[src/rtl/mem_port_arbiter_if.sv]
// Bundle of requester-side and memory-side signals for the unified memory port arbiter.
// The arbiter takes the slave view; requesters and the memory instance take the master view.
interface mem_port_arbiter_if #(
   parameter int ADDR_W = 32,
   parameter int DATA_W = 32
);
   logic              if_req;
   logic [ADDR_W-1:0] if_addr;
   logic              d_req;
   logic              d_we;
   logic [ADDR_W-1:0] d_addr;
   logic [DATA_W-1:0] d_wdata;
   logic              if_ack;
   logic              d_ack;
   logic [DATA_W-1:0] rdata;
   logic [ADDR_W-1:0] mem_addr;
   logic [DATA_W-1:0] mem_wdata;
   logic [DATA_W-1:0] mem_rdata;
   logic              mem_we;
   logic              busy;
   logic [1:0]        state;

   modport master (
      output if_req, if_addr, d_req, d_we, d_addr, d_wdata, mem_rdata,
      input  if_ack, d_ack, rdata, mem_addr, mem_wdata, mem_we, busy, state
   );

   modport slave (
      input  if_req, if_addr, d_req, d_we, d_addr, d_wdata, mem_rdata,
      output if_ack, d_ack, rdata, mem_addr, mem_wdata, mem_we, busy, state
   );
endinterface

[src/rtl/mem_port_arbiter.sv]
// Shares one memory port between instruction fetch and data load/store, serialising
// requests, alternating grants on contention and waiting out the memory read latency.
module mem_port_arbiter #(
   parameter int ADDR_W   = 32,
   parameter int DATA_W   = 32,
   parameter int READ_LAT = 2
) (
   input  logic                clock,
   input  logic                reset,
   mem_port_arbiter_if.slave   bus
);
   typedef enum logic [1:0] {
      IDLE  = 2'd0,
      READ  = 2'd1,
      WRITE = 2'd2,
      RESP  = 2'd3
   } state_t;

   // Counter preload: READ lasts READ_LAT cycles including the one where it hits zero.
   localparam logic [3:0] CNT_INIT = 4'(READ_LAT - 1);

   state_t            state_reg;
   logic [3:0]        cnt_reg;
   logic              owner_reg;   // 1 = data path, 0 = fetch
   logic              last_reg;    // last grant owner, same encoding
   logic [ADDR_W-1:0] addr_reg;
   logic [DATA_W-1:0] wdata_reg;
   logic [DATA_W-1:0] rdata_reg;
   logic              grant_data;

   // Data wins when alone, or when both request and fetch had the previous grant.
   assign grant_data = bus.d_req && (!bus.if_req || !last_reg);

   always_ff @(posedge clock or posedge reset) begin
      if (reset) begin
         state_reg <= IDLE;
         cnt_reg   <= '0;
         owner_reg <= 1'b0;
         last_reg  <= 1'b0;
         addr_reg  <= '0;
         wdata_reg <= '0;
         rdata_reg <= '0;
      end else begin
         case (state_reg)
            IDLE: begin
               if (bus.if_req || bus.d_req) begin
                  owner_reg <= grant_data;
                  last_reg  <= grant_data;
                  if (grant_data) begin
                     addr_reg <= bus.d_addr;
                     if (bus.d_we) begin
                        wdata_reg <= bus.d_wdata;
                        state_reg <= WRITE;
                     end else begin
                        cnt_reg   <= CNT_INIT;
                        state_reg <= READ;
                     end
                  end else begin
                     addr_reg  <= bus.if_addr;
                     cnt_reg   <= CNT_INIT;
                     state_reg <= READ;
                  end
               end
            end
            READ: begin
               if (cnt_reg != 4'd0) begin
                  cnt_reg <= cnt_reg - 4'd1;
               end else begin
                  rdata_reg <= bus.mem_rdata;
                  state_reg <= RESP;
               end
            end
            WRITE: begin
               state_reg <= RESP;
            end
            RESP: begin
               state_reg <= IDLE;
            end
         endcase
      end
   end

   // Decoded straight from registers so async reset clears them immediately.
   assign bus.if_ack    = (state_reg == RESP) && !owner_reg;
   assign bus.d_ack     = (state_reg == RESP) && owner_reg;
   assign bus.mem_we    = (state_reg == WRITE);
   assign bus.busy      = (state_reg != IDLE);
   assign bus.state     = state_reg;
   assign bus.mem_addr  = addr_reg;
   assign bus.mem_wdata = wdata_reg;
   assign bus.rdata     = rdata_reg;
endmodule
[src/flat_wrapper.sv]
// flat-port wrapper written by rule: the top's interface ports become plain ports
module mem_port_arbiter_flat 
#(
   parameter int ADDR_W   = 32,
   parameter int DATA_W   = 32,
   parameter int READ_LAT = 2
)
  (clock, reset, bus_if_req, bus_if_addr, bus_d_req, bus_d_we, bus_d_addr, bus_d_wdata, bus_mem_rdata, bus_if_ack, bus_d_ack, bus_rdata, bus_mem_addr, bus_mem_wdata, bus_mem_we, bus_busy, bus_state);
  mem_port_arbiter_if #(.ADDR_W(ADDR_W), .DATA_W(DATA_W)) bus_i ();
  input  logic clock;
  input  logic reset;
  input wire logic [$bits(bus_i.if_req)-1:0] bus_if_req;
  input wire logic [$bits(bus_i.if_addr)-1:0] bus_if_addr;
  input wire logic [$bits(bus_i.d_req)-1:0] bus_d_req;
  input wire logic [$bits(bus_i.d_we)-1:0] bus_d_we;
  input wire logic [$bits(bus_i.d_addr)-1:0] bus_d_addr;
  input wire logic [$bits(bus_i.d_wdata)-1:0] bus_d_wdata;
  input wire logic [$bits(bus_i.mem_rdata)-1:0] bus_mem_rdata;
  output wire logic [$bits(bus_i.if_ack)-1:0] bus_if_ack;
  output wire logic [$bits(bus_i.d_ack)-1:0] bus_d_ack;
  output wire logic [$bits(bus_i.rdata)-1:0] bus_rdata;
  output wire logic [$bits(bus_i.mem_addr)-1:0] bus_mem_addr;
  output wire logic [$bits(bus_i.mem_wdata)-1:0] bus_mem_wdata;
  output wire logic [$bits(bus_i.mem_we)-1:0] bus_mem_we;
  output wire logic [$bits(bus_i.busy)-1:0] bus_busy;
  output wire logic [$bits(bus_i.state)-1:0] bus_state;
  assign bus_i.if_req = bus_if_req;
  assign bus_i.if_addr = bus_if_addr;
  assign bus_i.d_req = bus_d_req;
  assign bus_i.d_we = bus_d_we;
  assign bus_i.d_addr = bus_d_addr;
  assign bus_i.d_wdata = bus_d_wdata;
  assign bus_i.mem_rdata = bus_mem_rdata;
  assign bus_if_ack = bus_i.if_ack;
  assign bus_d_ack = bus_i.d_ack;
  assign bus_rdata = bus_i.rdata;
  assign bus_mem_addr = bus_i.mem_addr;
  assign bus_mem_wdata = bus_i.mem_wdata;
  assign bus_mem_we = bus_i.mem_we;
  assign bus_busy = bus_i.busy;
  assign bus_state = bus_i.state;
  mem_port_arbiter #(.ADDR_W(ADDR_W), .DATA_W(DATA_W), .READ_LAT(READ_LAT)) u_core (.clock(clock), .reset(reset), .bus(bus_i));
endmodule
[config.mk]
export PLATFORM = sky130hd
export DESIGN_NAME = mem_port_arbiter_flat
export DESIGN_NICKNAME = d
export VERILOG_FILES = /design/src/rtl/mem_port_arbiter_if.sv /design/src/rtl/mem_port_arbiter.sv /design/src/flat_wrapper.sv
export SDC_FILE = /design/constraint.sdc
export NUM_CORES = 1
export LEC_CHECK = 0
export CORE_UTILIZATION = 39
export DETAILED_ROUTE_END_ITERATION = 6
export GPL_ROUTABILITY_DRIVEN = 0
export PLACE_DENSITY = 0.8
export SLEW_MARGIN = 20
export SYNTH_ARGS = -nofsm -noshare
export SYNTH_HDL_FRONTEND = slang
export SYNTH_SLANG_ARGS = --single-unit
[constraint.sdc]
create_clock -name clock -period 4.1 [get_ports clock]
set_input_delay 0.41 -clock clock [delete_from_list [all_inputs] [get_ports clock]]
set_output_delay 0.41 -clock clock [all_outputs]
set_load 0.01 [all_outputs]
==> results.json <==
{
  "worstMarginPinSlew_ns": 1.08,
  "core_area_mm2": 0.0109,
  "antenna_found_initial": 0,
  "io-pin-count": 235,
  "skew_ns": 0.00573,
  "syn_area_mm2": 0.00441,
  "finalCritPeriodShare": 0.638,
  "ys_ff_latch": 103,
  "grt_pass1_vias": 3414,
  "wirelength_mm": 10.9,
  "grt_pass1_wl_mm": 16.9,
  "fmax_mhz": 382,
  "relSlewSlack": 0.280,
  "slowest_delay_ns": 0.85,
  "wl_per_cell_um": 15.5,
  "crit_type": "flip-flop to flip-flop",
  "worstPathArrival_ns": 2.83,
  "synth-edff-count": 0,
  "synth_ff_type": "dfrtp_1",
  "worstSetupEndpointType": "flip-flop",
  "ctsHoldBuffers": 0,
  "cap_violations": 0,
  "synth_area_leaders": "dfrtp_1, mux2_2, mux2i_1",
  "regArea_mm2": 0.00258,
  "cts_tree": "yes",
  "yosysTopAreaCell": "dfrtp_1",
  "route.detailed.drc": 0,
  "yosysWarnings": 0,
  "synth_fp_nets": 465,
  "htreeDepth": 3,
  "post-cts-setup-buffers": 0,
  "drt-vias-per-instance": 4.80,
  "grtUsageTotal": 0.187,
  "path_clk_slew_ns": 0.06,
  "rows": 38,
  "cp_slowest_cell": "a21oi_4",
  "cts_buffer_depth": 2,
  "hold_viol": 0,
  "rsz0062_at_grt": "false",
  "pwr-share-comb": 0.483,
  "hp-class": "flip-flop to flip-flop",
  "hpwlAfterDp_mm": 8.13,
  "ir_drop_mv": 0.315,
  "fin_tns_setup_ns": 0,
  "antenna_cells": 0,
  "drive_above_1_share": 0.156,
  "ant_nets": 0,
  "cts_resized": 0,
  "num_vias": 3357,
  "cts_sinks": 103,
  "grt-ovfl-total": 0,
  "syn_avg_cell_area_um2": 13.5,
  "dieHeight_um": 108,
  "ys_types": 37,
  "first_pass_iters": 4,
  "cp_cell_sequence": "inv_1 -> ha_1 -> nand3_1 -> a21oi_4 -> mux2_2",
  "power.leakage_uw": 0.00298,
  "multi_input_area_mm2": 0.00166,
  "p_clk_frac": 0.151,
  "fin_util": 0.645,
  "finalNetCount": 694,
  "internal-power_uw": 3350,
  "die-area_mm2": 0.0117,
  "numCtsBuffers": 9,
  "setup_viol": 0,
  "async_reset_ff_frac": 1.00,
  "finalCriticalPeriod_ns": 2.62,
  "switching_share": 0.317,
  "areaGrowthSynthToFinish_pct": 60.0,
  "pwr_density_cell_mw_per_mm2": 695,
  "initial_core_util": 0.403,
  "crit_required_ns": 4.32,
  "startpoint_type": "flip-flop",
  "worst-path-max-fanout": 34,
  "clkLatencyLatePin_ns": 0.33,
  "io_buffers": 234,
  "p_seq_frac": 0.366,
  "netSwitchingPower_uw": 1560,
  "synth_seq_area_share": 0.584,
  "synth.top_cell.area_share": 0.584,
  "dr.first_iter.drc_count": 138,
  "synthCells": 327,
  "grt_max_degree": 90,
  "die_w_um": 108,
  "run_status": "completed",
  "n_fill_cell": 838,
  "drv_slew": 0,
  "cts-root-buf": "clkbuf_16"
}
-- power groups by stage --
stage               Clock (µW)  Combinational (µW)  Sequential [µW]
finish                     739                2370             1800
global route               801                2550             1870
CTS                        764                2400             1810
detailed placement           0                2390             1820
global placement             0                2340             1780
floorplan                    0                 897             2010
-- per-stage QoR --
stage | instance area [µm²] | worst slack [ns] | instances | total power, µW | hold slack, ns
after CTS | 7050 | 1.41 | 699 | 4970 | 0.489
after global routing | 7060 | 1.30 | 699 | 5220 | 0.512
final | 7060 | 1.48 | 699 | 4910 | 0.485
after floorplan | 4410 | 0.986 | 327 | 2900 | 0.469
after detailed placement | 6810 | 1.41 | 685 | 4210 | 0.475
after global placement | 6810 | 1.49 | 685 | 4120 | 0.464
-- routing by layer --
metal | track usage | up-vias | part of all wire
met4 | 0.0695 | 0 | 0.014
met1 | 0.218 | 1614 | 0.40
li1 | - | 1595 | -
met2 | 0.324 | 137 | 0.49
met3 | 0.0561 | 11 | 0.094
met5 | 0 | - | 0
-- cells in the mapped netlist (2+ instances only) --
cell type,instances
a21oi_1,2
a21oi_4,2
a22o_1,2
a31oi_1,2
buf_2,6
buf_6,10
clkbuf_1,2
dfrtp_1,103
ha_1,5
inv_1,6
inv_2,2
mux2_2,63
mux2i_1,32
nand2_1,34
nor2_1,2
nor2b_1,2
o21ai_0,2
o21ai_1,31
-- critical path, delay by kind of cell (launching register included) --
| family | cells | cell delay [ns] |
|---|---|---|
| buf+inv | 1 | 0.12 |
| flops | 1 | 0.42 |
| simple gates | 1 | 0.20 |
| compound gates | 1 | 0.85 |
| fa+ha+maj | 1 | 0.45 |
| mux | 1 | 0.43 |
-- worst paths after layout --
kind	start	endpoint	slack [ns]	cells past startpoint
setup / recovery	u_core.bus.state[0]	u_core.bus.mem_wdata[26]	1.48	5
setup reg to reg	u_core.bus.state[0]	u_core.bus.mem_wdata[26]	1.48	5
min in group asynchronous	reset	u_core.bus.rdata[24]	0.61	2
hold / removal	u_core.bus.mem_addr[21]	u_core.bus.mem_addr[21]	0.48	2
max in group asynchronous	reset	u_core.bus.mem_wdata[26]	2.74	3
hold reg to reg	u_core.bus.mem_addr[21]	u_core.bus.mem_addr[21]	0.48	2
-- cells in the final DEF (no fill, tap or decap), types with 3 or more instances in the layout --
cell / n
buf_4: 3
clkbuf_1: 3
clkbuf_16: 9
clkdlybuf4s50_1: 234
dfrtp_1: 103
ha_1: 5
inv_1: 5
mux2_2: 63
mux2i_1: 32
nand2_1: 34
o21ai_1: 30
-- layout make-up --
type,instances,area share
inverters,8,0.00497
clock buffers,12,0.0335
repair buffers,237,0.335
clock inverters,2,0.00142
multi-input cells,197,0.235
well taps,140,0.0248
flip-flops and latches,103,0.365
-- logic make-up (layout without fill, tap and decap cells) --
group                    count (synthesis)  count (layout)  synth area share
flip-flops                             103             103             0.584
multiplexers                            96              96             0.236
AO/OA/AOI/OAI                           49              49            0.0738
AND/OR/NAND/NOR                         47              47            0.0491
buffers and inverters                   27             259            0.0426
adder cells (fa/ha/maj)                  5               5            0.0142
No activity file was read; power rests on OpenSTA's default activity.
